`src/rtl/btn_debounce_pkg.sv`:
```
// Shared board constants and types for the push-button debouncer.
// Latency: n/a (declarations only).
// Backpressure: n/a (declarations only).
package btn_debounce_pkg;

  // 10 ms at 50 MHz; counter must satisfy 2**CNT_W > DEBOUNCE_CYCLES.
  localparam int DEBOUNCE_CYCLES_DEF = 500000;
  localparam int CNT_W_DEF           = 20;
  localparam int PCNT_W              = 8;

  typedef logic [PCNT_W-1:0] pcnt_t;

  // Everything one debounced channel reports to the outside world.
  typedef struct packed {
    logic  level;
    logic  press;
    logic  rel;
    logic  toggle;
    pcnt_t press_cnt;
  } ch_out_t;

endpackage

```
`src/rtl/btn_debounce_if.sv`:
```
// Button pins in, debounced levels/pulses/toggles/counters out.
// Latency: n/a (wiring only).
// Backpressure: none; pins and outputs are free-running levels and pulses.
interface btn_debounce_if;
  import btn_debounce_pkg::*;

  logic  btn1;
  logic  btn2;
  logic  level1;
  logic  level2;
  logic  press1;
  logic  press2;
  logic  release1;
  logic  release2;
  logic  toggle1;
  logic  toggle2;
  pcnt_t press_cnt1;
  pcnt_t press_cnt2;

  // Board / testbench side: drives the pins, observes the results.
  modport master (
    output btn1, btn2,
    input  level1, level2, press1, press2, release1, release2,
    input  toggle1, toggle2, press_cnt1, press_cnt2
  );

  // Debouncer side.
  modport slave (
    input  btn1, btn2,
    output level1, level2, press1, press2, release1, release2,
    output toggle1, toggle2, press_cnt1, press_cnt2
  );

endinterface

```
`src/rtl/btn_debounce_ch.sv`:
```
// One debounce channel: 2-flop sync, stable level, run counter, pulses, toggle, press count.
// Latency: level change visible DEBOUNCE_CYCLES+2 edges after the pin settles.
// Backpressure: none; pulses are single-cycle and cannot be stalled.
module btn_debounce_ch
  import btn_debounce_pkg::*;
#(
  parameter int DEBOUNCE_CYCLES = DEBOUNCE_CYCLES_DEF,
  parameter int CNT_W           = CNT_W_DEF
) (
  input  logic    clk,
  input  logic    rst,
  input  logic    btn,
  output ch_out_t out
);

  localparam logic [CNT_W-1:0] CNT_LAST = CNT_W'(DEBOUNCE_CYCLES - 1);

  logic             sync1;
  logic             sync2;
  logic             stable;
  logic [CNT_W-1:0] cnt;
  logic             press;
  logic             rel;
  logic             toggle;
  pcnt_t            press_cnt;

  // Bring the asynchronous pin into the clock domain before anything looks at it.
  always_ff @(posedge clk) begin
    if (rst) begin
      sync1 <= 1'b0;
      sync2 <= 1'b0;
    end else begin
      sync1 <= btn;
      sync2 <= sync1;
    end
  end

  // Accept a new level only after DEBOUNCE_CYCLES consecutive mismatching samples;
  // the acceptance cycle also fires the edge pulse and updates toggle/count.
  always_ff @(posedge clk) begin
    if (rst) begin
      stable    <= 1'b0;
      cnt       <= '0;
      press     <= 1'b0;
      rel       <= 1'b0;
      toggle    <= 1'b0;
      press_cnt <= '0;
    end else begin
      press <= 1'b0;
      rel   <= 1'b0;
      if (sync2 == stable) begin
        cnt <= '0;
      end else if (cnt == CNT_LAST) begin
        stable <= sync2;
        cnt    <= '0;
        press  <= sync2;
        rel    <= ~sync2;
        if (sync2) begin
          toggle    <= ~toggle;
          press_cnt <= press_cnt + PCNT_W'(1);
        end
      end else begin
        cnt <= cnt + CNT_W'(1);
      end
    end
  end

  assign out.level     = stable;
  assign out.press     = press;
  assign out.rel       = rel;
  assign out.toggle    = toggle;
  assign out.press_cnt = press_cnt;

endmodule

```
`src/rtl/btn_debounce.sv`:
```
// Two independent push-button debounce channels behind one interface.
// Latency: DEBOUNCE_CYCLES+2 edges from a settled pin to level/pulse outputs.
// Backpressure: none; both channels run every cycle with no priority.
module btn_debounce
  import btn_debounce_pkg::*;
#(
  parameter int DEBOUNCE_CYCLES = DEBOUNCE_CYCLES_DEF,
  parameter int CNT_W           = CNT_W_DEF
) (
  input  logic          clk,
  input  logic          rst,
  btn_debounce_if.slave bus
);

  ch_out_t ch1_out;
  ch_out_t ch2_out;

  btn_debounce_ch #(
    .DEBOUNCE_CYCLES (DEBOUNCE_CYCLES),
    .CNT_W           (CNT_W)
  ) u_ch1 (
    .clk (clk),
    .rst (rst),
    .btn (bus.btn1),
    .out (ch1_out)
  );

  btn_debounce_ch #(
    .DEBOUNCE_CYCLES (DEBOUNCE_CYCLES),
    .CNT_W           (CNT_W)
  ) u_ch2 (
    .clk (clk),
    .rst (rst),
    .btn (bus.btn2),
    .out (ch2_out)
  );

  assign bus.level1     = ch1_out.level;
  assign bus.press1     = ch1_out.press;
  assign bus.release1   = ch1_out.rel;
  assign bus.toggle1    = ch1_out.toggle;
  assign bus.press_cnt1 = ch1_out.press_cnt;

  assign bus.level2     = ch2_out.level;
  assign bus.press2     = ch2_out.press;
  assign bus.release2   = ch2_out.rel;
  assign bus.toggle2    = ch2_out.toggle;
  assign bus.press_cnt2 = ch2_out.press_cnt;

endmodule

```
`src/flat_wrapper.sv`:
```
// flat-port wrapper written by rule: the top's interface ports become plain ports
module btn_debounce_flat import btn_debounce_pkg::*;
#(
  parameter int DEBOUNCE_CYCLES = DEBOUNCE_CYCLES_DEF,
  parameter int CNT_W           = CNT_W_DEF
)
  (clk, rst, bus_btn1, bus_btn2, bus_level1, bus_level2, bus_press1, bus_press2, bus_release1, bus_release2, bus_toggle1, bus_toggle2, bus_press_cnt1, bus_press_cnt2);
  btn_debounce_if bus_i ();
  input  logic clk;
  input  logic rst;
  input wire logic [$bits(bus_i.btn1)-1:0] bus_btn1;
  input wire logic [$bits(bus_i.btn2)-1:0] bus_btn2;
  output wire logic [$bits(bus_i.level1)-1:0] bus_level1;
  output wire logic [$bits(bus_i.level2)-1:0] bus_level2;
  output wire logic [$bits(bus_i.press1)-1:0] bus_press1;
  output wire logic [$bits(bus_i.press2)-1:0] bus_press2;
  output wire logic [$bits(bus_i.release1)-1:0] bus_release1;
  output wire logic [$bits(bus_i.release2)-1:0] bus_release2;
  output wire logic [$bits(bus_i.toggle1)-1:0] bus_toggle1;
  output wire logic [$bits(bus_i.toggle2)-1:0] bus_toggle2;
  output wire logic [$bits(bus_i.press_cnt1)-1:0] bus_press_cnt1;
  output wire logic [$bits(bus_i.press_cnt2)-1:0] bus_press_cnt2;
  assign bus_i.btn1 = bus_btn1;
  assign bus_i.btn2 = bus_btn2;
  assign bus_level1 = bus_i.level1;
  assign bus_level2 = bus_i.level2;
  assign bus_press1 = bus_i.press1;
  assign bus_press2 = bus_i.press2;
  assign bus_release1 = bus_i.release1;
  assign bus_release2 = bus_i.release2;
  assign bus_toggle1 = bus_i.toggle1;
  assign bus_toggle2 = bus_i.toggle2;
  assign bus_press_cnt1 = bus_i.press_cnt1;
  assign bus_press_cnt2 = bus_i.press_cnt2;
  btn_debounce #(.DEBOUNCE_CYCLES(DEBOUNCE_CYCLES), .CNT_W(CNT_W)) u_core (.clk(clk), .rst(rst), .bus(bus_i));
endmodule
```
`config.mk`:
```
export PLATFORM = sky130hd
export DESIGN_NAME = btn_debounce_flat
export DESIGN_NICKNAME = d
export VERILOG_FILES = /design/src/rtl/btn_debounce_pkg.sv /design/src/rtl/btn_debounce_if.sv /design/src/rtl/btn_debounce_ch.sv /design/src/rtl/btn_debounce.sv /design/src/flat_wrapper.sv
export SDC_FILE = /design/constraint.sdc
export NUM_CORES = 1
export LEC_CHECK = 0
export BUFFER_PORTS_ARGS = -buffer_cell sky130_fd_sc_hd__buf_2
export CAP_MARGIN = 10
export CORE_UTILIZATION = 33
export CTS_CLUSTER_DIAMETER = 60
export DETAILED_ROUTE_END_ITERATION = 8
export GPL_TIMING_DRIVEN = 0
export PLACE_DENSITY = 0.59
export SYNTH_ARGS = -nofsm -noshare
export SYNTH_HDL_FRONTEND = slang
export SYNTH_SLANG_ARGS = --single-unit
```
`constraint.sdc`:
```
create_clock -name clk -period 1.71 [get_ports clk]
set_clock_uncertainty 0.1 [all_clocks]
set_input_delay 0.2565 -clock clk [delete_from_list [all_inputs] [get_ports clk]]
set_output_delay 0.2565 -clock clk [all_outputs]
set_load 0.05 [all_outputs]
```
==> impl_metrics.csv, run 1 <==
group,metric,value,unit
routing,vias,2945,
timing,timing.final.crit_period,1.875,ns
setup_path,critPathKind,"flip-flop to flip-flop",
timing,maxSlewViolCount,0,
timing,slew_headroom,0.5713,
setup_path,timing.rr.end,"u_core.u_ch2.press_cnt[4]$_SDFFE_PP0P_",
run,cap_violations,0,
floorplan,die-area,9864,µm²
hold_path,hold_path_depth,2,
setup_path,required,1.88,ns
timing,hold_ws,0.03130,ns
outcome,outcome,"finished, violations left",
timing,tightest_slew,0.6431,ns
global_routing,grt_max_degree,11,
synthesis,synth_compound_area_frac,0.08447,
synthesis,synth_flop_cell,"dfxtp_1",
outcome,violations,"setup timing",
setup_path,r2r_start,"u_core.u_ch2.cnt[15]$_SDFF_PP0_",
place,portBuffers,27,
synthesis,syn-cell-area,3125,µm²
final_layout,fillers,813,
pwr,p_clk_frac,0.439,
place,place_area,3508,µm²
cts,numCtsBuffers,9,
global_routing,grt_use_total,0.1594,
final_layout,final_common_cell,"buf_4",
hold_path,min_to,"u_core.u_ch1.sync1$_SDFF_PP0_",
pwr,powerDensity,637.0,nW/µm²
routing,drc,0,
timing,period_share,1.097,
pwr,power.switching,0.6289,mW
floorplan,start_util,0.3399,
final_layout,syn_to_final_growth,47.48,%
final_layout,layout.nets,444,
timing,rsz0062_at_grt,"true",
synthesis,synth_cell_type_count,35,
routing,wirelength,8314,µm
setup_path,worstSetupEndpointType,"flip-flop",
final_layout,final_cell_mix,"38 x buf_4, 34 x dfxtp_2, 31 x nor2_1",
global_routing,grt_pass1_vias,2649,
timing,fin_ws,-0.1653,ns
global_routing,grt_pass1_wl,12650,µm
timing,setup_viol,44,
synthesis,ys_warn_count,0,
pwr,p_comb_frac,0.023,
setup_path,r2r_cells,4,
final_layout,final_area,4609,µm²
cts,cts_root_buffer,"clkbuf_8",
synthesis,synth_edf_count,0,
final_layout,antenna_cells,0,
floorplan,core.rowCount,35,
setup_path,path_max_fanout,6,
pwr,power_leakage,1.538,nW
pwr,finalPower,2.936,mW
cts,cts_tree,"built",
routing,firstDrtPassIters,5,
synthesis,avgSynthCellArea,8.905,µm²
synthesis,synth_cells,351,
synthesis,mappedNetlistNets,361,
synthesis,synthSimpleGateAreaFrac,0.3195,
floorplan,coreArea,9196,µm²
synthesis,ys_ff_latch,68,
synthesis,synthAdderAreaFrac,0.02402,
routing,vias_per_cell,5.364,
cts,clk_pin_slew_worst_paths,0.07,ns
setup_path,reg2reg_setup_slack,-0.17,ns
final_layout,layout-drive-gt1-share,0.4863,
setup_path,startpoint_type,"flip-flop",
synthesis,synth_top_family_by_area,"simple AND/OR/NAND/NOR gates",
synthesis,synth_xor_area_frac,0.08407,
routing,drt_iter0_markers,131,
place,pre_cts_ws,-0.3238,ns
routing,wl_per_cell,15.14,µm
synthesis,synthMuxAreaShare,0.02002,
hold_path,hp-class,"primary input to flip-flop",
pwr,p_int,2.307,mW
global_routing,grt_overflow_total,0,
cts,numClockSinks,68,
cts,clockBufferDepth,2,
pwr,switching_share,0.2142,
floorplan,pin_count,28,
place,dp_hpwl,4858,µm
cts,clk_latency,0.34,ns
synthesis,async_flop_share,0,
pwr,p_seq_frac,0.538,
cts,htreeDepth,3,
place,place_inst,489,
hold_path,hold_start,"bus_btn1",
timing,hold_violations,0,
final_layout,stdcell_count,549,
global_routing,antenna_found_initial,0,
place,finalWeightedCongestion,0.7859,
setup_path,arrival,2.04,ns
timing,max_freq,533.2,MHz
synthesis,synth-seq-area-share,0.4355,
floorplan,chipHeight,99.32,µm
floorplan,die_x,99.32,µm
pwr,peakVddDrop,0.3090,mV
routing,ant_nets,0,
[worst max path at each step]
stage | endpoint | startpoint | depth (start not counted) | slack [ns]
after floorplan | u_core.u_ch2.press_cnt[7]$_SDFFE_PP0P_ | u_core.u_ch2.stable$_SDFFE_PP0P_ | 6 | -0.02
after global placement | u_core.u_ch2.cnt[10]$_SDFF_PP0_ | u_core.u_ch2.cnt[12]$_SDFF_PP0_ | 6 | -0.32
after detailed placement | u_core.u_ch2.cnt[9]$_SDFF_PP0_ | u_core.u_ch2.cnt[12]$_SDFF_PP0_ | 6 | -0.32
after CTS | u_core.u_ch2.press_cnt[6]$_SDFFE_PP0P_ | u_core.u_ch2.cnt[0]$_SDFF_PP0_ | 6 | -0.14
after global routing | u_core.u_ch1.press_cnt[2]$_SDFFE_PP0P_ | u_core.u_ch1.cnt[0]$_SDFF_PP0_ | 6 | -0.21
final | u_core.u_ch2.press_cnt[4]$_SDFFE_PP0P_ | u_core.u_ch2.cnt[15]$_SDFF_PP0_ | 4 | -0.17
[Yosys cell counts (all sizes together), types with 3 or more instances]
cell,n,area [µm²]
o31ai,11,82.58
nand3,18,102.6
mux2i,4,40.04
o21ai,11,62.56
or4,12,90.09
xor2,6,52.55
nand2,17,63.81
clkbuf,6,22.52
dfxtp,68,1361
nor4,17,136.4
nor4b,4,41.29
or3,7,43.79
a21oi,21,105.1
nor2b,6,37.54
and4,6,52.55
and3,3,18.77
buf,7,33.78
ha,6,75.07
nand4,21,152.6
nor2,46,172.7
inv,12,45.04
nor3,11,55.05
xnor2,24,210.2
[power groups by stage]
| stage | sequential, mW | combinational (mW) | clock [mW] |
|---|---|---|---|
| 2_1_floorplan | 1.63 | 0.0284 | 0 |
| 3_3_place_gp | 1.63 | 0.0440 | 0 |
| 3_5_place_dp | 1.63 | 0.0445 | 0 |
| 4_1_cts | 1.58 | 0.0538 | 1.31 |
| 5_1_grt | 1.58 | 0.0741 | 1.39 |
| 6_report | 1.58 | 0.0679 | 1.29 |
[flip-flops by register name (all words and copies together), names as in the netlist]
signal and count:
u_core.u_ch2.stable 1, u_core.u_ch2.sync2 1, u_core.u_ch1.stable 1, u_core.u_ch2.toggle 1, u_core.u_ch1.toggle 1, u_core.u_ch1.cnt 20
u_core.u_ch2.sync1 1, u_core.u_ch1.rel 1, u_core.u_ch2.rel 1, u_core.u_ch2.press_cnt 8, u_core.u_ch1.sync1 1, u_core.u_ch2.cnt 20
u_core.u_ch1.press_cnt 8, u_core.u_ch1.press 1, u_core.u_ch1.sync2 1, u_core.u_ch2.press 1
[stage by stage]
stage                       util   TNS, ns
after global placement    0.3815    -10.06
after detailed placement  0.3815    -11.06
after global routing      0.5012    -7.176
after floorplan                -  -0.01839
final                     0.5012    -3.485
after CTS                 0.4441    -2.356
[critical path, cell delays in order, from the launching register on]
cell,delay [ns]
dfxtp_1,0.44
and4_1,0.37
nand4_1,0.28
or4_4,0.49
a21oi_2,0.12
[what timing repair did]
action,CTS,global route
pin swaps,27,39
hold buffers,0,0
gates resized for setup,53,92
hold endpoints to repair,0,0
setup buffers,26,20
gates cloned,1,3
setup endpoints to repair,58,60
[per-layer routing]
layer  track usage  routed length, µm  up-vias
met4       0.05317                142        0
met5             0                  0        -
met3       0.03935                251       12
met1        0.2106               3866     1425
li1              -                  -     1459
met2        0.2548               4053       49
[layout make-up]
class	count	area (µm²)	share of cell area
tap	111	138.9	0.03013
clock buffer	13	148.9	0.03230
multi-input combinational	258	2151	0.4666
sequential	68	1438	0.3119
inverter	12	47.55	0.01031
timing repair buffer	75	558.0	0.1211
buffer	10	92.59	0.02009
clock inverter	2	35.03	0.007600
[cell families after synthesis]
| logic type | Yosys count |
|---|---|
| AOI/OAI and AO/OA | 45 |
| and+or+nand+nor | 171 |
| buffers and inverters | 25 |
| DFF | 68 |
| muxes | 6 |
| adders and majority gates | 6 |
| xor gates and xnor gates | 30 |
Power figures use the tool's default switching activity.
==> inputs of run 2 (changes only) <==
--- a/config.mk
+++ b/config.mk
@@ -11,7 +11,7 @@
 export CTS_CLUSTER_DIAMETER = 60
 export DETAILED_ROUTE_END_ITERATION = 8
 export GPL_TIMING_DRIVEN = 0
-export PLACE_DENSITY = 0.59
+export PLACE_DENSITY_LB_ADDON = 0.2
 export SYNTH_ARGS = -nofsm -noshare
 export SYNTH_HDL_FRONTEND = slang
 export SYNTH_SLANG_ARGS = --single-unit
==> run 2 against run 1 <==
Against the previous run:
- the run still ends with setup timing left
- utilization decreased by 2.4 points
- non-clock buffer count decreased by 4
- flip-flop and latch count unchanged
- highest routed layer unchanged
- register-to-register slack improved by 0.06 ns
- largest cell class unchanged
- cell area decreased by 4.7%
- clock-buffer cell count decreased by 1
- critical endpoint is now u_core.u_ch2.press_cnt[7]$_SDFFE_PP0P_
- clock power decreased by 12%
- via count decreased by 3.2%
- critical path type unchanged
- hold slack got worse by 0.0090 ns
- sequential power about the same
==> impl_metrics.csv, run 2 (synthesis results as in run 1) <==
group,metric,value,unit
outcome,outcome,"finished, violations left",
outcome,violations,"setup timing",
timing,slew_headroom,0.5579,
setup_path,startpoint_type,"flip-flop",
routing,drc,0,
place,finalWeightedCongestion,0.8204,
setup_path,worstSetupEndpointType,"flip-flop",
routing,drt_iter0_markers,60,
pwr,peakVddDrop,0.2850,mV
global_routing,grt_overflow_total,0,
timing,final.setup.tns,-2.073,ns
global_routing,grt_pass1_wl,12340,µm
timing,hold_ws,0.02226,ns
cts,cts_tree,"built",
place,dp_hpwl,4748,µm
routing,wl_per_cell,13.85,µm
floorplan,die_x,99.32,µm
final_layout,antenna_cells,0,
floorplan,core.rowCount,35,
final_layout,final_area,4392,µm²
routing,ant_nets,0,
floorplan,pin_count,28,
setup_path,required,1.88,ns
final_layout,layout-drive-gt1-share,0.4355,
setup_path,path_cells,"and4bb_2 -> nand4_1 -> buf_6 -> or4_1 -> a21oi_1",
timing,setup_viol,32,
final_layout,reg_top3,"u_core.u_ch1.cnt (20), u_core.u_ch2.cnt (20)",
setup_path,arrival,1.99,ns
timing,maxSlewViolCount,0,
floorplan,start_util,0.3399,
final_layout,stdcell_count,545,
place,pre_cts_ws,-0.3100,ns
global_routing,grt_use_total,0.1561,
pwr,power_leakage,1.482,nW
setup_path,critPathKind,"flip-flop to flip-flop",
final_layout,final_cell_mix,"39 x nor2_1, 32 x buf_4, 29 x dfxtp_2",
timing,max_freq,549.4,MHz
cts,numClockSinks,68,
setup_path,slowest_stage,"or4_1",
routing,firstDrtPassIters,6,
timing,tightest_slew,0.6631,ns
cts,htreeDepth,3,
global_routing,grt_pass1_vias,2651,
place,place_inst,489,
setup_path,critPathMaxStageDelay,0.46,ns
cts,clk_pin_slew_worst_paths,0.08,ns
final_layout,postLayoutCoreUtil,0.4776,
place,place_area,3508,µm²
cts,clk_latency,0.34,ns
pwr,finalPower,2.762,mW
global_routing,antenna_found_initial,0,
timing,period_share,1.064,
timing,fin_ws,-0.1102,ns
timing,timing.final.crit_period,1.820,ns
cts,ctsHoldBuffers,0,
cts,numCtsBuffers,9,
routing,vias,2851,
final_layout,final_common_cell,"nor2_1",
cts,cts_root_buffer,"clkbuf_8",
run,cap_violations,0,
pwr,powerDensity,629.0,nW/µm²
place,portBuffers,27,
final_layout,syn_to_final_growth,40.51,%
floorplan,coreArea,9196,µm²
routing,wirelength,7548,µm
hold_path,hp-class,"primary input to flip-flop",
routing,vias_per_cell,5.231,
timing,hold_violations,0,
timing,rsz0062_at_grt,"true",
final_layout,layout.nets,440,
floorplan,chipHeight,99.32,µm
global_routing,grt_max_degree,12,
cts,clockBufferDepth,2,
floorplan,die-area,9864,µm²
setup_path,path_max_fanout,9,
## run 2: changes by cell type in the layout (fill, tap and decap cells not counted), moves of 3 or more
| cell | previous run | this run |
|---|---|---|
| o31ai_1 | 3 | 7 |
| nor2_1 | 31 | 39 |
| buf_6 | 11 | 15 |
| or4_4 | 9 | 5 |
| dfxtp_2 | 34 | 29 |
| nor2_4 | 8 | 1 |
| dfxtp_4 | 9 | 12 |
| or4_1 | 3 | 7 |
| o31ai_4 | 5 | 0 |
| buf_4 | 38 | 32 |
## run 2: layout make-up
class	instances	area, µm²
clock inverters	3	15.01
clock buffers	12	145.1
well taps	111	138.9
repair buffers	71	513.0
fillers	853	4805
flip-flops and latches	68	1443
multi-input cells	258	2004
inverters	12	47.55
plain buffers	10	85.08
## run 2: critical path, delay by kind of cell (launching register included)
family / cells / cell delay (ns)
and+or+nand+nor: 3 / 0.94
DFF: 1 / 0.36
buffers and inverters: 1 / 0.19
AOI/OAI and AO/OA: 1 / 0.16
## run 2: path summary, 6_finish.rpt
| check | startpoint | endpoint | slack [ns] | cells after the start |
|---|---|---|---|---|
| worst min register to register | u_core.u_ch1.sync1$_SDFF_PP0_ | u_core.u_ch1.sync2$_SDFF_PP0_ | 0.34 | 1 |
| worst max register to register | u_core.u_ch2.cnt[10]$_SDFF_PP0_ | u_core.u_ch2.press_cnt[7]$_SDFFE_PP0P_ | -0.11 | 5 |
| worst min-delay path | bus_btn2 | u_core.u_ch2.sync1$_SDFF_PP0_ | 0.02 | 2 |
| worst max-delay path | u_core.u_ch2.cnt[10]$_SDFF_PP0_ | u_core.u_ch2.press_cnt[7]$_SDFFE_PP0P_ | -0.11 | 5 |
## run 2: report_power, final
group          internal, mW  total [mW]  leakage [nW]  switching [mW]
clock                 0.552        1.13        0.0860           0.576
combinational        0.0254      0.0608         0.823          0.0354
sequential             1.57        1.57         0.573         0.00429
## run 2: routing by layer
layer | GRT usage | share of wire | vias up
met5 | 0 | 0 | -
li1 | - | - | 1442
met3 | 0.03022 | 0.030 | 6
met2 | 0.2671 | 0.51 | 46
met4 | 0.07579 | 0.0093 | 0
met1 | 0.1878 | 0.45 | 1357
## run 2: what timing repair did
| item | CTS | global route |
|---|---|---|
| cloned | 1 | 1 |
| setup buffers | 33 | 9 |
| endpoints found under the setup margin | 58 | 57 |
| pin swaps | 28 | 26 |
| gates resized for setup | 59 | 49 |
